<file path="config.mk">
export PLATFORM = sky130hd
export DESIGN_NAME = io_reg_lane_arbiter
export DESIGN_NICKNAME = d
export VERILOG_FILES = /design/src/rtl/io_reg_pkg.sv /design/src/rtl/io_rr_pick.sv /design/src/rtl/io_reg_lane_arbiter.sv
export SDC_FILE = /design/constraint.sdc
export NUM_CORES = 1
export LEC_CHECK = 0
export BUFFER_PORTS_ARGS = -buffer_cell sky130_fd_sc_hd__buf_2
export CORE_AREA = 5 5 82 84
export DETAILED_ROUTE_END_ITERATION = 8
export DIE_AREA = 0 0 87 89
export PLACE_DENSITY = 0.82
export SYNTH_ARGS = -nofsm -noshare
export SYNTH_HDL_FRONTEND = slang
export SYNTH_HIERARCHICAL = 1
export SYNTH_SLANG_ARGS = --single-unit
</file>
<file path="constraint.sdc">
create_clock -name IQC -period 2.5 [get_ports IQC]
set_input_delay 0.5 -clock IQC [delete_from_list [all_inputs] [get_ports IQC]]
set_output_delay 0.5 -clock IQC [all_outputs]
set_load 0.01 [all_outputs]
</file>
<file path="src/rtl/io_reg_pkg.sv">
// io_reg_pkg: shared state type, IO cell counts and one-hot helper for the IO register lane arbiter
package io_reg_pkg;
  localparam int IO_OUT_CELLS = 18;
  localparam int IO_IN_CELLS = 8;
  localparam int MAX_REQ = 8;
  typedef enum logic [1:0] {IDLE, DRIVE, WAIT, SAMPLE} state_t;
  // result is MAX_REQ wide; callers size-cast to their requester count
  function automatic logic [MAX_REQ-1:0] onehot(input int idx, input int n);
    logic [MAX_REQ-1:0] v;
    v = '0;
    for (int i = 0; i < MAX_REQ; i++) v[i] = (i == idx) && (i < n);
    return v;
  endfunction
endpackage

</file>
<file path="src/rtl/io_rr_pick.sv">
// io_rr_pick: combinational rotating-priority picker, first set request at or after ptr (with wrap)
// ports: req (request vector), ptr (search start), grant (winning index), any_valid (some request set)
module io_rr_pick #(
  parameter int N = 4,
  parameter int PW = 2
) (
  input  logic [N-1:0]  req,
  input  logic [PW-1:0] ptr,
  output logic [PW-1:0] grant,
  output logic          any_valid
);
  int idx;
  // scan from the farthest offset down so the nearest request to ptr wins
  always_comb begin
    grant = '0;
    any_valid = 1'b0;
    idx = 0;
    for (int k = N - 1; k >= 0; k--) begin
      idx = int'(ptr) + k;
      idx = idx >= N ? idx - N : idx;
      if (req[idx]) begin
        grant = PW'(idx);
        any_valid = 1'b1;
      end
    end
  end
endmodule

</file>
<file path="src/rtl/io_reg_lane_arbiter.sv">
// io_reg_lane_arbiter: round-robin sharing of one IO register lane (OQI out, IQZ in) among NUM_REQ requesters
// ports: IQC clock, QRT async reset; req_valid/req_rd/req_data requests, req_ready one-hot accept;
//        OQI/oqi_en drive word to output cells; IQZ input cells; rsp_valid/rsp_data read response; busy
module io_reg_lane_arbiter
  import io_reg_pkg::*;
#(
  parameter int NUM_REQ = 4,
  parameter int OUT_W = IO_OUT_CELLS,
  parameter int IN_W = IO_IN_CELLS,
  parameter int TURNAROUND = 1
) (
  input  logic                     IQC,
  input  logic                     QRT,
  input  logic [NUM_REQ-1:0]       req_valid,
  input  logic [NUM_REQ-1:0]       req_rd,
  input  logic [NUM_REQ*OUT_W-1:0] req_data,
  output logic [NUM_REQ-1:0]       req_ready,
  output logic [OUT_W-1:0]         OQI,
  output logic                     oqi_en,
  input  logic [IN_W-1:0]          IQZ,
  output logic [NUM_REQ-1:0]       rsp_valid,
  output logic [IN_W-1:0]          rsp_data,
  output logic                     busy
);
  localparam int PW = NUM_REQ > 1 ? $clog2(NUM_REQ) : 1;
  state_t state, state_n;
  logic [3:0] cnt, cnt_n;
  logic [PW-1:0] rr_ptr, g, g_q;
  logic rd_q, any_valid, accept, done;
  io_rr_pick #(.N(NUM_REQ), .PW(PW)) u_pick (
    .req(req_valid),
    .ptr(rr_ptr),
    .grant(g),
    .any_valid(any_valid)
  );
  // reset gates the combinational accept so every output reads 0 while QRT is high
  assign accept = state == IDLE && any_valid && !QRT;
  assign done = (state == DRIVE && !rd_q) || state == SAMPLE;
  always_comb begin
    state_n = state;
    cnt_n = cnt;
    req_ready = '0;
    oqi_en = 1'b0;
    busy = state != IDLE;
    case (state)
      IDLE: begin
        if (accept) begin
          state_n = DRIVE;
          req_ready = NUM_REQ'(onehot(int'(g), NUM_REQ));
        end
      end
      DRIVE: begin
        oqi_en = 1'b1;
        cnt_n = 4'(TURNAROUND);
        state_n = !rd_q ? IDLE : TURNAROUND == 0 ? SAMPLE : WAIT;
      end
      WAIT: begin
        cnt_n = cnt - 4'd1;
        if (cnt == 4'd1) state_n = SAMPLE;
      end
      default: state_n = IDLE;
    endcase
  end
  always_ff @(posedge IQC or posedge QRT) begin
    if (QRT) begin
      state <= IDLE;
      cnt <= '0;
      rr_ptr <= '0;
      g_q <= '0;
      rd_q <= 1'b0;
      OQI <= '0;
      rsp_valid <= '0;
      rsp_data <= '0;
    end else begin
      state <= state_n;
      cnt <= cnt_n;
      rsp_valid <= state == SAMPLE ? NUM_REQ'(onehot(int'(g_q), NUM_REQ)) : '0;
      if (accept) begin
        OQI <= req_data[int'(g)*OUT_W +: OUT_W];
        rd_q <= req_rd[g];
        g_q <= g;
      end
      if (state == SAMPLE) rsp_data <= IQZ;
      // explicit wrap compare keeps non-power-of-two requester counts in range
      if (done) rr_ptr <= g_q == PW'(NUM_REQ - 1) ? '0 : g_q + 1'b1;
    end
  end
endmodule
</file>
==> results.json, run 1 <==
{
  "muxShareOfSynthArea_pct": 21.6,
  "end_kind": "output port",
  "gr-total-overflow": 0,
  "num_antenna_cells": 0,
  "ctsResizeCount": 0,
  "cp.required_ns": 2.00,
  "cpLargestDelayFamily": "simple AND/OR/NAND/NOR gates",
  "finalSetupViolCount": 0,
  "antenna_found_initial": 0,
  "clock_path_buffers": 2,
  "post-dp-hpwl_um": 4830,
  "ys_types": 35,
  "ys_ff_latch": 41,
  "core_sq_mm": 0.00585,
  "syn_inst": 214,
  "grt_max_degree": 42,
  "p_per_area_mw_per_mm2": 1060,
  "cts.clk_slew.worst_paths_ns": 0.08,
  "rrSetupSlack_ns": 0.47,
  "yosys.area.top_type": "dfrtp_1",
  "place_congestion": 0.760,
  "worstPathMaxFanout": 21,
  "crit_buf_inv": 2,
  "wl_per_cell_um": 14.5,
  "drc": 0,
  "final_max_slew_viol_count": 0,
  "ir_worst_vdd_mv": 0.440,
  "max_stage_delay_ns": 0.43,
  "die_w_um": 87,
  "r2r-end": "OQI[16]$_DFFE_PP0N_",
  "postCtsHoldBufs": 0,
  "placed_cells": 407,
  "fin_ws_ns": 0.172,
  "r2r-start": "rr_ptr[1]$_DFFE_PP0P_",
  "fin_crit_sh_pct": 93.1,
  "port_buffers": 125,
  "routed_wl_um": 6010,
  "slowest_stage": "dfrtp_1",
  "rows": 28,
  "initial_core_util_pct": 39.8,
  "via_per_inst": 5.09,
  "postCtsSetupRepairBufs": 0,
  "syn_nets": 315,
  "instances_no_fill": 415,
  "synth-adder-area-share_pct": 5.90,
  "crit_path_start_kind": "flip-flop",
  "slew_headroom_pct": 66.1,
  "grt_pass1_vias": 2193,
  "hold_slack_ns": 0.384,
  "max_freq_ghz": 0.430,
  "yosysWarnings": 6,
  "synth-xor-area-share_pct": 0,
  "fin_crit_ns": 2.33,
  "worst_ep_arrival_time_ns": 1.83,
  "dieHeight_um": 89,
  "skew_ns": 0.00267,
  "synth.cell_area_sq_mm": 0.00233,
  "tightest_slew_ns": 0.508,
  "cts_tree": "done",
  "yosysSeqAreaShare_pct": 44.0,
  "final_antenna_net_count": 0,
  "path_class": "reg2out",
  "clkSinkCount": 41,
  "drt_pre_antenna_iters": 4,
  "synth_top_area_share_pct": 44.0,
  "cts_made_buffers": 5,
  "drt-initial-drc-count": 43,
  "cts_htree_levels": 2,
  "io_pins": 126,
  "insertion_delay_ns": 0.28,
  "power.static_leakage_nw": 1.71,
  "grt_pass1_wl_um": 9800,
  "synth_top_family_by_area": "multiplexers",
  "route.vias.total": 2114,
  "synthSimpleGateAreaFrac_pct": 10.9,
  "synth_compound_area_share_pct": 12.5,
  "cts_root_buf": "clkbuf_8",
  "drive_above_1_share_pct": 45.6,
  "crit_path_cell_trace": "inv_1 > ha_1 > nand3b_2 > or2_4 > nor2_1 > buf_2",
  "fin_setup_tns_ns": 0,
  "p_total_w": 0.00335,
  "hp-class": "in2async",
  "ys_top_cells_by_area": "dfrtp_1, mux2i_1, o221ai_1, ha_1, mux2_2",
  "final_hold_viol_count": 0,
  "rsz0062_at_grt": "no",
  "dp_slack_ns": 0.292,
  "nets": 440,
  "maxCapViolCount": 0,
  "run_status": "finished, final reports clean",
  "dieArea_sq_mm": 0.00774,
  "reg2regPathDepth": 5,
  "avgSynthCellArea_sq_um": 10.9,
  "track_usage_pct": 15.7,
  "syn_to_final_growth_pct": 35.4
}
## worst register-to-register path, delay by kind of cell, from the launching register on
family                 cells  cell delay (ns)
buffers and inverters      1             0.42
multiplexers               2             0.50
AO/OA/AOI/OAI              2             0.56
flip-flops                 1             0.45
## synthesized netlist by cell type (all sizes together)
master	n
or2	1
and2	4
a41o	1
o221ai	19
buf	9
nand2	25
nand4	1
a221o	1
mux2	10
clkbuf	5
a22oi	1
a21oi	2
o21ai	4
nor3	1
nor3b	1
o2bb2ai	2
a221oi	1
o21a	1
inv	12
a211oi	2
or3b	1
nor2	9
and3	1
dfrtp	41
o22ai	1
ha	11
nand2b	4
nand3b	3
nand3	1
mux2i	39
## logic make-up after synthesis
logic type | count (synthesis)
and+or+nand+nor | 52
muxes | 49
DFF | 41
AOI/OAI and AO/OA | 35
buffers and inverters | 26
adders and majority gates | 11
## placed cells by master, fill, tap and decap left out, drive strengths merged, types with 4 or more instances in the layout
cell type  count
clkbuf         7
mux2          10
nand2         25
inv           11
mux2i         39
and2           4
ha            11
o221ai        19
nor2           9
buf          132
nand2b         4
dfrtp         41
o21ai          4
## layout make-up
cell class              count  area (sq um)
fillers                   528          2700
multi-input cells         147          1190
flip-flops and latches     41          1030
repair buffers            132           678
well taps                  75          93.8
clock buffers               7          86.3
inverters                  12          48.8
clock inverters             1          30.0
## stage by stage
step	cell area [sq um]	utilization [%]
after floorplan	2330	-
after global placement	3040	51.9
after detailed placement	3040	51.9
after CTS	3160	53.9
after global routing	3160	53.9
final	3160	53.9
## state kept, by name, summed over array words and instances, names as in the netlist
register   cells
rsp_valid      4
rd_q           1
rsp_data       8
state          2
g_q            2
cnt            4
rr_ptr         2
OQI           18
## worst max path at each step
stage	from	endpoint	slack, ns	depth (start not counted)
finish	state[0]$_DFFE_PP0P_	req_ready[0]	0.17	6
global route	state[0]$_DFFE_PP0P_	req_ready[0]	0.008	6
detailed placement	req_valid[3]	req_ready[1]	0.29	7
floorplan	QRT	req_ready[2]	0.14	4
global placement	req_valid[3]	req_ready[1]	0.33	7
CTS	state[0]$_DFFE_PP0P_	req_ready[1]	0.15	6
## power by group
group / internal (W) / total [W] / switching, W
clock: 0.000326 / 0.000545 / 0.000220
sequential: 0.000949 / 0.00113 / 0.000184
combinational: 0.000789 / 0.00167 / 0.000879
total: 0.00206 / 0.00335 / 0.00128
## metal layers
metal,part of all wire (%),routed length [um],track usage (%)
met4,0.32,19,3.97
met5,0,0,0
met2,53,3210,28.6
met3,7.2,435,3.69
met1,39,2350,18.7
(Power assumes the default switching activity.)
==> run 2, diff against run 1 <==
- CORE_AREA: 5 5 82 84 -> 5 5 86 88
- DIE_AREA: 0 0 87 89 -> 0 0 91 93
- PLACE_DENSITY: 0.82 -> 0.81
- SYNTH_HIERARCHICAL: 1 -> unset
==> run 2 against run 1 <==
  * Cell area up 11%
  * Clock power about the same
  * Flip-flop and latch count stayed put
  * Total power grew 6.1%
  * Sequential power about the same
  * Largest cell class unchanged
==> results.json, run 2 <==
{
  "async_flop_share_pct": 100,
  "track_usage_pct": 18.3,
  "via_per_inst": 5.52,
  "drive_above_1_share_pct": 49.7,
  "port_buffers": 125,
  "nets": 478,
  "avgSynthCellArea_sq_um": 10.5,
  "syn_nets": 350,
  "rrSetupSlack_ns": 0.53,
  "end_kind": "output port",
  "max_freq_ghz": 0.425,
  "cts_made_buffers": 5,
  "path_depth": 7,
  "cpLargestDelayFamily": "simple AND/OR/NAND/NOR gates",
  "routed_wl_um": 7640,
  "yosys.area.top_type": "dfrtp_1",
  "yosysWarnings": 0,
  "grt_max_degree": 42,
  "drt-initial-drc-count": 180,
  "antenna_found_initial": 2,
  "max_stage_delay_ns": 0.44,
  "cts_htree_levels": 2,
  "gr-total-overflow": 0,
  "clkSinkCount": 41,
  "ys_top_cells_by_area": "dfrtp_1, o2111ai_2, mux2i_1, o211ai_1, ha_1",
  "p_per_area_mw_per_mm2": 1020,
  "insertion_delay_ns": 0.30,
  "ir_worst_vdd_mv": 0.372,
  "clock_path_buffers": 2,
  "dieArea_sq_mm": 0.00846,
  "hp-class": "in2async",
  "crit_buf_inv": 3,
  "crit_path_start_kind": "flip-flop",
  "wl_per_cell_um": 16.7,
  "top_register": "OQI",
  "yosys-top-cells-count": "dfrtp_1, nand2_1, mux2i_1, nand4_1, o211ai_1",
  "slew_headroom_pct": 65.5,
  "tightest_slew_ns": 0.518,
  "skew_ns": 0.00761,
  "largest_reg_flops": 18,
  "cp.required_ns": 2.00,
  "worst_ep_arrival_time_ns": 1.85,
  "cts_root_buf": "clkbuf_8",
  "num_antenna_cells": 0,
  "worstPathMaxFanout": 5,
  "cts_tree": "done",
  "final_hold_viol_count": 0,
  "io_pins": 126,
  "finalSetupViolCount": 0,
  "syn_inst": 249,
  "run_status": "finished, final reports clean",
  "slowest_stage": "dfrtp_1",
  "power.static_leakage_nw": 1.75,
  "post-dp-hpwl_um": 5810,
  "cp-startpoint": "state[0]$_DFFE_PP0P_",
  "mostFrequentLayoutCells": "buf_2, dfrtp_1, nand2_1",
  "initial_core_util_pct": 39.9,
  "place_congestion": 0.815,
  "grt_pass1_wl_um": 12800,
  "synth_edf_count": 0,
  "final_common_cell": "buf_2",
  "core_sq_mm": 0.00657,
  "fin_setup_tns_ns": 0,
  "drc": 0,
  "yosysSeqAreaShare_pct": 39.1,
  "drt_pre_antenna_iters": 4,
  "synth_top_area_share_pct": 39.1,
  "final_max_slew_viol_count": 0,
  "hold_slack_ns": 0.359,
  "grt_pass1_vias": 2637,
  "maxCapViolCount": 0,
  "die_w_um": 91,
  "crit_path_cell_trace": "inv_1 > ha_1 > nor2b_2 > and2_4 > buf_4 > and3_1 > buf_2",
  "synth_most_common_cell": "dfrtp_1",
  "r2r-start": "rr_ptr[1]$_DFFE_PP0P_",
  "rows": 30,
  "route.vias.total": 2527,
  "synth.cell_area_sq_mm": 0.00262,
  "reg2regPathDepth": 5,
  "cts.clk_slew.worst_paths_ns": 0.09,
  "rsz0062_at_grt": "no",
  "ys_types": 39,
  "ys.flop_type": "dfrtp_1",
  "reg_top3": "OQI x18, rsp_data x8",
  "syn_to_final_growth_pct": 33.1,
  "final_antenna_net_count": 0,
  "ys_ff_latch": 41,
  "fin_crit_sh_pct": 94.0,
  "path_class": "reg2out",
  "dieHeight_um": 93,
  "fin_crit_ns": 2.35
}
==> run 2: changes by cell type in the layout (fill, tap and decap cells not counted), sizes merged, moves of 3 or more <==
cell | previous run | this run
mux2i | 39 | 19
o2111ai | 0 | 19
o211ai | 0 | 19
nand4 | 1 | 19
o221ai | 19 | 1
buf | 132 | 140
nor2 | 9 | 4
o31ai | 0 | 5
nor2b | 0 | 4
o21ai | 4 | 8
nand2 | 25 | 28
nand2b | 4 | 1
==> run 2: routing by layer <==
| metal | vias up | global-route usage [%] | routed length [um] |
|---|---|---|---|
| met3 | 17 | 5.79 | 686 |
| met1 | 1212 | 23.7 | 3110 |
| met2 | 102 | 30.0 | 3710 |
| li1 | 1192 | - | - |
| met5 | - | 0 | 25 |
| met4 | 4 | 3.79 | 105 |
==> run 2: cell families (layout without fill, tap and decap cells) <==
kind of cell	count (synthesis)	count (layout)	share of synthesized area [%]
multiplexers	29	29	11.7
adder cells (fa/ha/maj)	11	11	5.25
flip-flops	41	41	39.1
AND/OR/NAND/NOR	72	73	14.3
AO/OA/AOI/OAI	64	64	23.1
buffers and inverters	32	160	6.49
==> run 2: worst paths after layout <==
kind | endpoint
setup / recovery | req_ready[3]
hold / removal | OQI[9]$_DFFE_PP0N_
setup reg to reg | OQI[10]$_DFFE_PP0N_
hold reg to reg | cnt[3]$_DFFE_PP0P_
max in group asynchronous | OQI[17]$_DFFE_PP0N_
min in group IQC | rsp_data[5]$_DFFE_PP0P_
==> run 2: final cells by class <==
class,instances,area (sq um)
Clock inverter,3,46.3
Clock buffer,5,68.8
Fill cell,607,3080
Tap cell,80,100
Inverter,12,45.0
Timing Repair Buffer,140,751
Sequential cell,41,1030
Multi-Input combinational cell,177,1450
==> run 2: power breakdown <==
group / leakage (nW) / switching, W / total, W / internal, W
Sequential: 0.513 / 0.000196 / 0.00114 / 0.000941
Combinational: 1.19 / 0.00102 / 0.00187 / 0.000853
Clock: 0.0543 / 0.000243 / 0.000542 / 0.000299
Total: 1.75 / 0.00146 / 0.00355 / 0.00209
==> run 2: timing repair <==
action	in CTS	in global routing
endpoints found under the setup margin	1	3
hold endpoints to repair	0	0
resized for setup	0	1
pin swaps	1	1
setup buffers	0	3
gates cloned	1	0
hold buffers	0	0
==> run 2: through the flow <==
step                util, %  total power [W]  std cells  area [sq um]  worst slack [ns]
floorplan                 -          0.00239        249          2620             0.279
global placement       50.9          0.00292        446          3340             0.229
detailed placement     50.9          0.00301        446          3340             0.218
CTS                    52.7          0.00357        455          3460           0.00506
global route           53.1          0.00383        458          3490            0.0429
finish                 53.1          0.00355        458          3490             0.149
==> run 2: tightest hold or removal path: stages <==
cell,delay [ns]
buf_2,0.12
inv_2,0.05
buf_4,0.43
